--- src/rtl/fp_alu_issue_ctrl.sv ---
// Issue/capture front end for the combinational FP ALU: registers operands, holds them for a settle window, captures the result.
// Optional build macro FP_EXC_DETECT_EN: when defined, rsp_flg_invalid flags Inf/NaN results (exponent all ones).
module fp_alu_issue_ctrl #(
  parameter int DATAWIDTH     = 32,
  parameter int SETTLE_CYCLES = 4
) (
  input  logic                 Clk,
  input  logic                 Rst_n,
  input  logic                 req_valid,
  output logic                 req_ready,
  input  logic [1:0]           req_op,
  input  logic [DATAWIDTH-1:0] req_dataA,
  input  logic [DATAWIDTH-1:0] req_dataB,
  output logic [1:0]           alu_op,
  output logic [DATAWIDTH-1:0] alu_dataA,
  output logic [DATAWIDTH-1:0] alu_dataB,
  input  logic [DATAWIDTH-1:0] alu_data_i,
  input  logic                 alu_flg_negative,
  input  logic                 alu_flg_zero,
  output logic                 rsp_valid,
  input  logic                 rsp_ready,
  output logic [DATAWIDTH-1:0] rsp_data,
  output logic                 rsp_flg_negative,
  output logic                 rsp_flg_zero,
  output logic                 rsp_flg_invalid
);

  typedef enum logic [1:0] {IDLE = 2'd0, SETTLE = 2'd1, RESP = 2'd2} state_t;

  localparam logic [3:0] CNT_LOAD = 4'(SETTLE_CYCLES - 1);

  state_t               state_reg, state_next;
  logic [3:0]           cnt_reg, cnt_next;
  logic                 accept, capture;
  logic [1:0]           op_reg;
  logic [DATAWIDTH-1:0] data_a_reg, data_b_reg, rsp_data_reg;
  logic                 rsp_neg_reg, rsp_zero_reg;

  always_ff @(posedge Clk or negedge Rst_n) begin
    if (!Rst_n) begin
      state_reg <= IDLE;
      cnt_reg   <= 4'd0;
    end else begin
      state_reg <= state_next;
      cnt_reg   <= cnt_next;
    end
  end

  // Handshake outputs depend on state only, never on req_valid/rsp_ready.
  always_comb begin
    state_next = state_reg;
    cnt_next   = cnt_reg;
    accept     = 1'b0;
    capture    = 1'b0;
    req_ready  = 1'b0;
    rsp_valid  = 1'b0;
    case (state_reg)
      IDLE: begin
        req_ready = 1'b1;
        if (req_valid) begin
          accept     = 1'b1;
          cnt_next   = CNT_LOAD;
          state_next = SETTLE;
        end
      end
      SETTLE: begin
        if (cnt_reg != 4'd0) begin
          cnt_next = cnt_reg - 4'd1;
        end else begin
          capture    = 1'b1;
          state_next = RESP;
        end
      end
      RESP: begin
        rsp_valid = 1'b1;
        if (rsp_ready) state_next = IDLE;
      end
      default: state_next = IDLE;
    endcase
  end

  // Operand registers persist until the next accepted request.
  always_ff @(posedge Clk or negedge Rst_n) begin
    if (!Rst_n) begin
      op_reg     <= 2'd0;
      data_a_reg <= '0;
      data_b_reg <= '0;
    end else if (accept) begin
      op_reg     <= req_op;
      data_a_reg <= req_dataA;
      data_b_reg <= req_dataB;
    end
  end

  always_ff @(posedge Clk or negedge Rst_n) begin
    if (!Rst_n) begin
      rsp_data_reg <= '0;
      rsp_neg_reg  <= 1'b0;
      rsp_zero_reg <= 1'b0;
    end else if (capture) begin
      rsp_data_reg <= alu_data_i;
      rsp_neg_reg  <= alu_flg_negative;
      rsp_zero_reg <= alu_flg_zero;
    end
  end

`ifdef FP_EXC_DETECT_EN
  logic rsp_inv_reg;

  always_ff @(posedge Clk or negedge Rst_n) begin
    if (!Rst_n)       rsp_inv_reg <= 1'b0;
    else if (capture) rsp_inv_reg <= &alu_data_i[30:23];
  end

  assign rsp_flg_invalid = rsp_inv_reg;
`else
  assign rsp_flg_invalid = 1'b0;
`endif

  assign alu_op           = op_reg;
  assign alu_dataA        = data_a_reg;
  assign alu_dataB        = data_b_reg;
  assign rsp_data         = rsp_data_reg;
  assign rsp_flg_negative = rsp_neg_reg;
  assign rsp_flg_zero     = rsp_zero_reg;

endmodule

--- config.mk ---
export PLATFORM = sky130hd
export DESIGN_NAME = fp_alu_issue_ctrl
export DESIGN_NICKNAME = d
export VERILOG_FILES = /design/src/rtl/fp_alu_issue_ctrl.sv
export SDC_FILE = /design/constraint.sdc
export NUM_CORES = 1
export LEC_CHECK = 0
export BUFFER_PORTS_ARGS = -buffer_cell sky130_fd_sc_hd__buf_2
export CAP_MARGIN = 20
export CORE_ASPECT_RATIO = 1.4
export CORE_MARGIN = 2
export CORE_UTILIZATION = 41
export DETAILED_ROUTE_END_ITERATION = 10
export PLACE_DENSITY = 0.85
export SLEW_MARGIN = 20
export SYNTH_ARGS = -nofsm -noshare
export SYNTH_HDL_FRONTEND = slang
export SYNTH_SLANG_ARGS = --single-unit
--- constraint.sdc ---
create_clock -name Clk -period 1.9 [get_ports Clk]
set_input_delay 0.285 -clock Clk [delete_from_list [all_inputs] [get_ports Clk]]
set_output_delay 0.285 -clock Clk [all_outputs]
set_load 0.005 [all_outputs]
==> flow_metrics.env <==
export IMPL_finalSetupViolations=0
export IMPL_path_buf_inv=2
export IMPL_power_switching_w=0.00287
export IMPL_grt_pass1_wl_um=14000
export IMPL_grt_start_max_net_pins=60
export IMPL_cts_tree="built"
export IMPL_setup_slack_ps=38.0
export IMPL_drt_vias_per_instance=4.70
export IMPL_hold_class="input port to flop"
export IMPL_clock_sinks=106
export IMPL_worstPathCellList="inv_1 > ha_1 > or3b_4 > nand2b_4 > clkbuf_16 > mux2_4"
export IMPL_vias=2837
export IMPL_cts_made_buffers=9
export IMPL_antenna_cells=0
export IMPL_syn_cell_area_um2=4200
export IMPL_top_usage_layer="met2"
export IMPL_p_total_w=0.00954
export IMPL_crit_start="cnt_reg[0]"
export IMPL_layout_common_cells="buf_2, dfrtp_1, mux2_2"
export IMPL_grt_util_met1=0.185
export IMPL_r2r_setup_slack_ps=40
export IMPL_initial_core_util=0.422
export IMPL_synthDistinctLibCells=23
export IMPL_seq_area_frac_synth=0.631
export IMPL_wl_um=9590
export IMPL_cp_max_fo=11
export IMPL_avgSynthCellArea_um2=16.9
export IMPL_regArea_um2=2650
export IMPL_layout_commonest_cell="buf_2"
export IMPL_io_pins=207
export IMPL_ys_top_cells_by_area="dfrtp_1, mux2_2, mux2_4"
export IMPL_insertion_delay_ps=340
export IMPL_place_ws_ps=15.5
export IMPL_p_int_w=0.00668
export IMPL_synth_net_count=354
export IMPL_fp_dieH_um=124
export IMPL_routedWlPerCell_um=15.9
export IMPL_timing_rr_end="rsp_data[14]"
export IMPL_clk_pin_slew_ps=80
export IMPL_critical_path_required_ps=2130
export IMPL_fin_tns_setup_ps=0
export IMPL_grt_use_met3=0.0437
export IMPL_clkPwrFrac=0.181
export IMPL_slew_violations=0
export IMPL_globalplace_congestion=0.744
export IMPL_cp_depth=6
export IMPL_multi_input_area_um2=1430
export IMPL_fp_dieW_um=89.6
export IMPL_critPathTopFamily="simple AND/OR/NAND/NOR gates"
export IMPL_fill_cells=796
export IMPL_route_detailed_drc=0
export IMPL_crit_end="rsp_data[14]"
export IMPL_antenna_found_initial=0
export IMPL_period_share=0.980
export IMPL_ys_ff_latch=106
export IMPL_max_stage_delay_ps=410
export IMPL_cp_end_kind="flop"
export IMPL_swShare=0.301
export IMPL_die_area_um2=11100
export IMPL_drtAntennaViolNets=0
export IMPL_cap_violations=0
export IMPL_nets=570
export IMPL_yosys_warnings=0
export IMPL_final_cells=604
export IMPL_synth_top_area_cell="dfrtp_1"
export IMPL_hold_viol=0
export IMPL_tightestPinTransition_ps=593
export IMPL_criticalPathCategory="flop to flop"
export IMPL_slew_limit_headroom=0.605
export IMPL_clk_path_buf_depth=2
export IMPL_p_leak_nw=2.94
export IMPL_core_um2=9950
export IMPL_finClkSkew_ps=12.3
export IMPL_p_seq_frac=0.427
export IMPL_hold_start="rsp_ready"
export IMPL_run_status="finished, final reports clean"
export IMPL_synth_top_area_share=0.631
export IMPL_timing_fmax_mhz=537
export IMPL_pwr_share_comb=0.392
export IMPL_finalHoldWorstSlack_ps=139
export IMPL_cp_slowest_cell="dfrtp_1"
export IMPL_drtIter0Drc=91
export IMPL_grt_pass1_vias=2925
export IMPL_io_buffers=205
export IMPL_area_growth_pct=36.4
export IMPL_rr_worst_depth=6
export IMPL_ctsRootBufferMaster="clkbuf_16"
export IMPL_crit_arrival_ps=2090
export IMPL_drive_above_1_share=0.714
export IMPL_gr_total_overflow=0
export IMPL_max_vdd_ir_drop_v=0.000625
export IMPL_period_minus_slack_ps=1860
export IMPL_htreeDepth=3
export IMPL_post_place_cells=582
export IMPL_grt_usage=0.169
export IMPL_dr_pass1_iters=4
export IMPL_dp_hpwl_um=7050
export IMPL_worst_setup_path_start_kind="flop"
export IMPL_grt_use_met2=0.287
export IMPL_synth_cells=248
export IMPL_r2r_start="cnt_reg[0]"
export IMPL_row_count=43
export IMPL_pwr_density_cell_nw_per_um2=1660
## cells by family (layout without fill, tap and decap cells)
group | count (synthesis) | count (layout) | synth area share
flops | 106 | 106 | 0.631
mux | 103 | 103 | 0.301
buf+inv | 16 | 237 | 0.0307
simple gates | 15 | 15 | 0.0232
compound gates | 5 | 5 | 0.00715
fa+ha+maj | 2 | 2 | 0.00595
other cells | 1 | 1 | 0.000892
## stage by stage
step,util,instance area [µm²]
after floorplan,-,4200
after CTS,0.569,5670
final,0.576,5730
after global routing,0.576,5730
after global placement,0.540,5380
after detailed placement,0.540,5380
## final cells by class
class | count | share of cell area
Sequential cell | 106 | 0.463
Inverter | 4 | 0.00262
Clock buffer | 10 | 0.0417
Tap cell | 135 | 0.0295
Clock inverter | 6 | 0.00720
Multi-Input combinational cell | 126 | 0.249
Timing Repair Buffer | 217 | 0.207
## per-layer routing
metal / wire (µm) / vias to the layer above
met4: 388 / 0
met2: 5070 / 134
li1: - / 1298
met5: 0 / -
met3: 560 / 32
met1: 3570 / 1373
## worst reg2reg max path, stage by stage, from the launching register on
cell and delay [ps]:
dfrtp_1 410, inv_1 100, ha_1 160, or3b_4 390
nand2b_4 190, clkbuf_16 190, mux2_4 310
## power by group through the flow
| stage | combinational (W) | sequential (W) | clock (W) |
|---|---|---|---|
| after floorplan | 0.00199 | 0.00412 | 0 |
| after global placement | 0.00353 | 0.00401 | 0 |
| after detailed placement | 0.00369 | 0.00409 | 0 |
| after CTS | 0.00370 | 0.00408 | 0.00178 |
| after global routing | 0.00410 | 0.00420 | 0.00187 |
| final | 0.00374 | 0.00407 | 0.00173 |
## synthesized netlist by cell type (all sizes together)
cell type	n
or2b	1
nand3	2
and2b	1
or3b	1
nand2	2
ha	2
nor3b	1
inv	4
o311a	1
dfrtp	106
conb	1
nand2b	2
nor2	3
buf	12
o21ai	4
mux2i	3
mux2	100
nor3	2
## worst min path at each step
| stage | endpoint | slack [ps] | cells after the start |
|---|---|---|---|
| 2_1_floorplan | alu_dataA[0] | -10 | 0 |
| 3_3_place_gp | alu_dataB[16] | 290 | 2 |
| 3_5_place_dp | alu_dataB[16] | 300 | 2 |
| 4_1_cts | state_reg[1] | 130 | 2 |
| 5_1_grt | state_reg[1] | 140 | 2 |
| 6_report | state_reg[1] | 140 | 2 |
## repair_timing
item,CTS,global route
setup endpoints to repair,0,25
hold endpoints to repair,59,0
buffers inserted,0,4
gates resized for setup,0,3
hold buffers,1,0
Power figures use the tool's default switching activity.
